## src/rtl/mem_access_unit.sv

```systemverilog
// Processor-side initiator for the memory system. It captures one load or store,
// holds it on the mem_system interface until Done, err or timeout, then reports data and status.
module mem_access_unit #(
    parameter int TIMEOUT     = 64,    // legal range 2..255
    parameter bit CHECK_ALIGN = 1'b1,
    parameter int CNT_W       = 16     // counters saturate at 2**CNT_W-1 (1..16)
) (
    input  logic        clk,
    input  logic        rst,
    input  logic        pipe_rd,
    input  logic        pipe_wr,
    input  logic [15:0] pipe_addr,
    input  logic [15:0] pipe_wdata,
    output logic        pipe_stall,
    output logic        pipe_done,
    output logic [15:0] pipe_rdata,
    output logic        pipe_err,
    output logic [15:0] mem_addr,
    output logic [15:0] mem_wdata,
    output logic        mem_rd,
    output logic        mem_wr,
    input  logic [15:0] mem_dataout,
    input  logic        mem_done,
    input  logic        mem_stall,
    input  logic        mem_cachehit,
    input  logic        mem_err,
    output logic [15:0] access_cnt,
    output logic [15:0] hit_cnt,
    output logic [1:0]  dbg_state
);

    // Pipeline handshake: a request (pipe_rd|pipe_wr) is held by the pipeline while
    // pipe_stall=1; it is consumed in IDLE and answered by a one-cycle pipe_done
    // (pipe_err qualifies it). Memory side: exactly one of mem_rd/mem_wr is held with
    // stable mem_addr/mem_wdata until mem_done or mem_err is sampled.
    typedef enum logic [1:0] {
        IDLE = 2'd0,
        BUSY = 2'd1,
        RESP = 2'd2,
        ERR  = 2'd3
    } state_t;

    localparam logic [7:0]  TMO_LAST = 8'(TIMEOUT - 1);
    localparam logic [15:0] CNT_MAX  = 16'((32'd1 << CNT_W) - 32'd1);

    state_t      state;
    logic [7:0]  tmo_cnt;
    logic [15:0] addr_q;
    logic [15:0] wdata_q;
    logic        req;
    logic        illegal;
    logic        timed_out;
    logic        unused_mem_stall;

    assign req        = pipe_rd | pipe_wr;
    assign illegal    = (pipe_rd & pipe_wr) | (CHECK_ALIGN & pipe_addr[0]);
    assign timed_out  = (tmo_cnt == TMO_LAST);
    assign pipe_stall = (state == BUSY) | ((state == IDLE) & req);
    assign mem_addr   = addr_q;
    assign mem_wdata  = wdata_q;
    assign dbg_state  = state;

    // Stall from mem_system is informational; mem_done alone ends an access.
    assign unused_mem_stall = mem_stall;

    always_ff @(posedge clk or negedge rst) begin
        if (!rst) begin
            state      <= IDLE;
            tmo_cnt    <= '0;
            addr_q     <= '0;
            wdata_q    <= '0;
            mem_rd     <= 1'b0;
            mem_wr     <= 1'b0;
            pipe_done  <= 1'b0;
            pipe_err   <= 1'b0;
            pipe_rdata <= '0;
            access_cnt <= '0;
            hit_cnt    <= '0;
        end else begin
            pipe_done <= 1'b0;
            pipe_err  <= 1'b0;
            case (state)
                IDLE: begin
                    if (req) begin
                        if (illegal) begin
                            state     <= ERR;
                            pipe_done <= 1'b1;
                            pipe_err  <= 1'b1;
                        end else begin
                            addr_q  <= pipe_addr;
                            wdata_q <= pipe_wdata;
                            mem_rd  <= pipe_rd;
                            mem_wr  <= pipe_wr;
                            tmo_cnt <= '0;
                            state   <= BUSY;
                        end
                    end
                end
                BUSY: begin
                    if (mem_err || mem_done || timed_out) begin
                        mem_rd <= 1'b0;
                        mem_wr <= 1'b0;
                    end
                    // mem_err outranks mem_done, which outranks the timeout.
                    if (mem_err) begin
                        state     <= ERR;
                        pipe_done <= 1'b1;
                        pipe_err  <= 1'b1;
                    end else if (mem_done) begin
                        if (mem_rd) begin
                            pipe_rdata <= mem_dataout;
                        end
                        if (access_cnt != CNT_MAX) begin
                            access_cnt <= access_cnt + 16'd1;
                        end
                        if (mem_cachehit && (hit_cnt != CNT_MAX)) begin
                            hit_cnt <= hit_cnt + 16'd1;
                        end
                        state     <= RESP;
                        pipe_done <= 1'b1;
                    end else if (timed_out) begin
                        state     <= ERR;
                        pipe_done <= 1'b1;
                        pipe_err  <= 1'b1;
                    end else begin
                        tmo_cnt <= tmo_cnt + 8'd1;
                    end
                end
                default: begin
                    // RESP and ERR last one cycle; held pipeline inputs are ignored here.
                    state <= IDLE;
                end
            endcase
        end
    end

endmodule

```

## config.mk

```make
export PLATFORM = sky130hd
export DESIGN_NAME = mem_access_unit
export DESIGN_NICKNAME = d
export VERILOG_FILES = /design/src/rtl/mem_access_unit.sv
export SDC_FILE = /design/constraint.sdc
export NUM_CORES = 1
export LEC_CHECK = 0
export ABC_CLOCK_PERIOD_IN_PS = 2300
export CORE_MARGIN = 3
export CORE_UTILIZATION = 45
export DETAILED_ROUTE_END_ITERATION = 8
export GPL_TIMING_DRIVEN = 0
export PLACE_DENSITY = 0.8
export SYNTH_ARGS = -nofsm -noshare
export SYNTH_HDL_FRONTEND = slang
export SYNTH_SLANG_ARGS = --single-unit
```

## constraint.sdc

```tcl
create_clock -name clk -period 2.3 [get_ports clk]
set_input_delay 0.345 -clock clk [delete_from_list [all_inputs] [get_ports clk]]
set_output_delay 0.345 -clock clk [all_outputs]
set_load 0.02 [all_outputs]
```

==> results.sh <==
export IMPL_outcome="finished clean"
export IMPL_core_sq_mm=0.00881
export IMPL_max_stage_delay_ns=0.55
export IMPL_ir_worst_vdd_mv=0.582
export IMPL_drive_gt1_frac=0.0884
export IMPL_synth_cells=385
export IMPL_cts_buffers_inserted=9
export IMPL_crit_slowest_cell="clkdlybuf4s50_1"
export IMPL_tightestPinTransition_ns=0.833
export IMPL_fin_cells=651
export IMPL_syn_area_per_cell_sq_um=10.7
export IMPL_final_hold_viol_count=0
export IMPL_drt_pass1_iterations=4
export IMPL_seq_area_sq_mm=0.00235
export IMPL_grt_pass1_vias=3184
export IMPL_start_kind="register"
export IMPL_cts_tree="built"
export IMPL_ys_ff_latch=94
export IMPL_port_buffer_count=141
export IMPL_drc_errors=0
export IMPL_worst_endpoint_arrival_ns=1.77
export IMPL_min_period_ns=2.11
export IMPL_n_fill_cell=711
export IMPL_wl_per_cell_microns=14.5
export IMPL_clock_path_buffers=2
export IMPL_worstPathCellList="buf_4 -> nor3_2 -> nor2_1 -> clkdlybuf4s50_1"
export IMPL_path_clk_slew_ns=0.09
export IMPL_syn_to_final_growth_pct=43.1
export IMPL_insertion_delay_ns=0.36
export IMPL_post_route_period_util=0.918
export IMPL_die_area_sq_mm=0.0103
export IMPL_path_max_fanout=10
export IMPL_ctsRootBufferMaster="clkbuf_8"
export IMPL_tns_ns=0
export IMPL_grt_pass1_wl_microns=15200
export IMPL_ant_nets=0
export IMPL_fmax_mhz=474
export IMPL_drv_cap=0
export IMPL_async_reset_ff_frac=1.00
export IMPL_drtIter0Drc=62
export IMPL_p_int_mw=3.90
export IMPL_diodes=0
export IMPL_end_kind="output port"
export IMPL_row_count=34
export IMPL_grtUsageTotal=0.184
export IMPL_synth_area_sq_mm=0.00410
export IMPL_setup_violations=0
export IMPL_pwr_share_seq=0.404
export IMPL_initial_utilization=0.466
export IMPL_cts_sinks=94
export IMPL_viasPerCell=5.09
export IMPL_yosysSeqAreaShare=0.573
export IMPL_cp_required_ns=1.96
export IMPL_die_height_microns=101
export IMPL_antenna_found_initial=0
export IMPL_fin_skew_ns=0.0115
export IMPL_crit_type="register to output port"
export IMPL_netSwitchingPower_mw=2.23
export IMPL_yosys_warnings=0
export IMPL_drv_slew=0
export IMPL_die_width_microns=101
export IMPL_synth_fp_nets=444
export IMPL_synth_ff_type="dfrtp_1"
export IMPL_hp_class="register to register"
export IMPL_relSlewSlack=0.440
export IMPL_pwr_share_clk=0.166
export IMPL_rsz0062_at_grt="false"
export IMPL_pwr_share_comb=0.430
export IMPL_placed_cells=635
export IMPL_grt_max_degree=55
export IMPL_via_count=3312
export IMPL_dp_hpwl_microns=7140
export IMPL_p_sw_frac=0.364
export IMPL_synth_cell_types=49
export IMPL_grt_ovfl_total=0
export IMPL_multiInputGateArea_sq_mm=0.00168
export IMPL_ctsHtreeMaxLevel=3
export IMPL_nets=598
export IMPL_routed_wl_microns=9460
export IMPL_p_leak_nw=2.72
export IMPL_ioPinCount=143
export IMPL_synth_edf_count=0
export IMPL_powerDensity_mw_per_mm2=1040
export IMPL_place_congestion=0.825
-- cells by family after synthesis --
group	share of synthesized area
DFF	0.573
buffers and inverters	0.0180
AOI/OAI and AO/OA	0.0540
and+or+nand+nor	0.230
xor gates and xnor gates	0.0662
muxes	0.0494
adders and majority gates	0.00915
-- area by class of cell --
type | instances | share of cell area
buffer | 12 | 0.0100
sequential | 94 | 0.401
tap | 108 | 0.0230
clock inverter | 4 | 0.00533
multi-input combinational | 275 | 0.286
timing repair buffer | 143 | 0.246
clock buffer | 11 | 0.0258
inverter | 4 | 0.00256
-- cell usage in the layout, fill, tap and decap left out, drive strengths merged, types with 3 or more instances in the layout --
cell and count:
clkbuf 19, nor4b 4, dfrtp 94, and3 4, inv 5, nor2 14
a211oi 3, ha 3, nand3 14, clkdlybuf4s50 140, a21oi 7, nor4 9
nand4 11, o21ai 4, buf 6, clkinvlp 3, a31oi 5, nor3 9
xnor2 7, mux2 18, xor2 24, nand2 109
-- Yosys cell counts (2+ instances only) --
library cell,count,share of area
a21oi_1,7,0.0085
nand2_1,109,0.10
a211oi_1,3,0.0055
a21o_1,2,0.0037
nand4bb_1,2,0.0055
nand4_1,10,0.015
xnor2_1,7,0.015
and3_1,4,0.0061
xor2_1,24,0.051
nand3_1,14,0.017
mux2_2,18,0.049
a22o_1,2,0.0043
nor4b_1,4,0.0085
and4_1,2,0.0043
nor3b_1,2,0.0037
or3_1,2,0.0030
nand2b_1,2,0.0030
o21ai_0,4,0.0049
nor4_1,7,0.011
buf_2,2,0.0024
inv_1,4,0.0037
ha_1,3,0.0092
dfrtp_1,94,0.57
nor3_1,8,0.0098
nor2_1,14,0.013
clkbuf_1,8,0.0073
a31oi_1,5,0.0076
-- flip-flops by register name (all words and copies together), names as in the netlist --
name,flops
pipe_rdata,16
tmo_cnt,8
pipe_done,1
pipe_err,1
mem_rd,1
hit_cnt,16
mem_wdata,16
mem_addr,16
dbg_state,2
mem_wr,1
access_cnt,16
-- final timing paths --
kind                                        endpoint                      from  slack (ns)  depth (start not counted)
hold / removal              mem_addr[11]$_DFFE_PN0P_  mem_addr[11]$_DFFE_PN0P_        0.48                          2
setup / recovery                          pipe_stall  dbg_state[0]$_DFFE_PN0P_        0.19                          4
hold reg to reg             mem_addr[11]$_DFFE_PN0P_  mem_addr[11]$_DFFE_PN0P_        0.48                          2
min in group asynchronous  access_cnt[0]$_DFFE_PN0P_                       rst        0.50                          2
setup reg to reg           mem_wdata[14]$_DFFE_PN0P_  dbg_state[0]$_DFFE_PN0P_        0.33                          5
max in group asynchronous   mem_wdata[1]$_DFFE_PN0P_                       rst        1.16                          3
-- stage by stage --
| step | hold slack, ns | power (mW) | setup slack, ns | cell area, sq um | util |
|---|---|---|---|---|---|
| floorplan | 0.0494 | 3.80 | 0.493 | 4100 | - |
| detailed placement | 0.365 | 5.17 | -0.0188 | 5670 | 0.644 |
| global placement | 0.458 | 5.09 | -2.55 | 5650 | 0.642 |
| global route | 0.490 | 6.50 | 0.0574 | 5870 | 0.667 |
| CTS | 0.482 | 6.21 | 0.0700 | 5870 | 0.666 |
| finish | 0.477 | 6.13 | 0.189 | 5870 | 0.667 |
-- power groups by stage --
stage,Clock [mW],Sequential [mW],Combinational (mW)
5_1_grt,1.12,2.54,2.83
6_report,1.02,2.47,2.64
2_1_floorplan,0,3.07,0.730
3_5_place_dp,0,2.51,2.66
3_3_place_gp,0,2.48,2.61
4_1_cts,1.06,2.48,2.67
-- routing by layer --
metal / global-route usage / share of wire / up-vias
li1: - / - / 1632
met1: 0.238 / 0.44 / 1575
met2: 0.311 / 0.50 / 96
met3: 0.0496 / 0.052 / 9
met4: 0.0409 / 0.0092 / 0
met5: 0 / 0 / -
-- critical path, delay by kind of cell, from the launching register on --
kind	cells	cell delay, ns
buf+inv	2	0.73
flops	1	0.41
simple gates	2	0.28
-- repair_timing --
| item | 4_1_cts | 5_1_grt |
|---|---|---|
| setup buffers | 0 | 0 |
| endpoints found under the setup margin | 0 | 1 |
| hold buffers | 1 | 0 |
| gates resized for setup | 0 | 1 |
| hold endpoints to repair | 40 | 0 |
No activity file was read; power rests on OpenSTA's default activity.
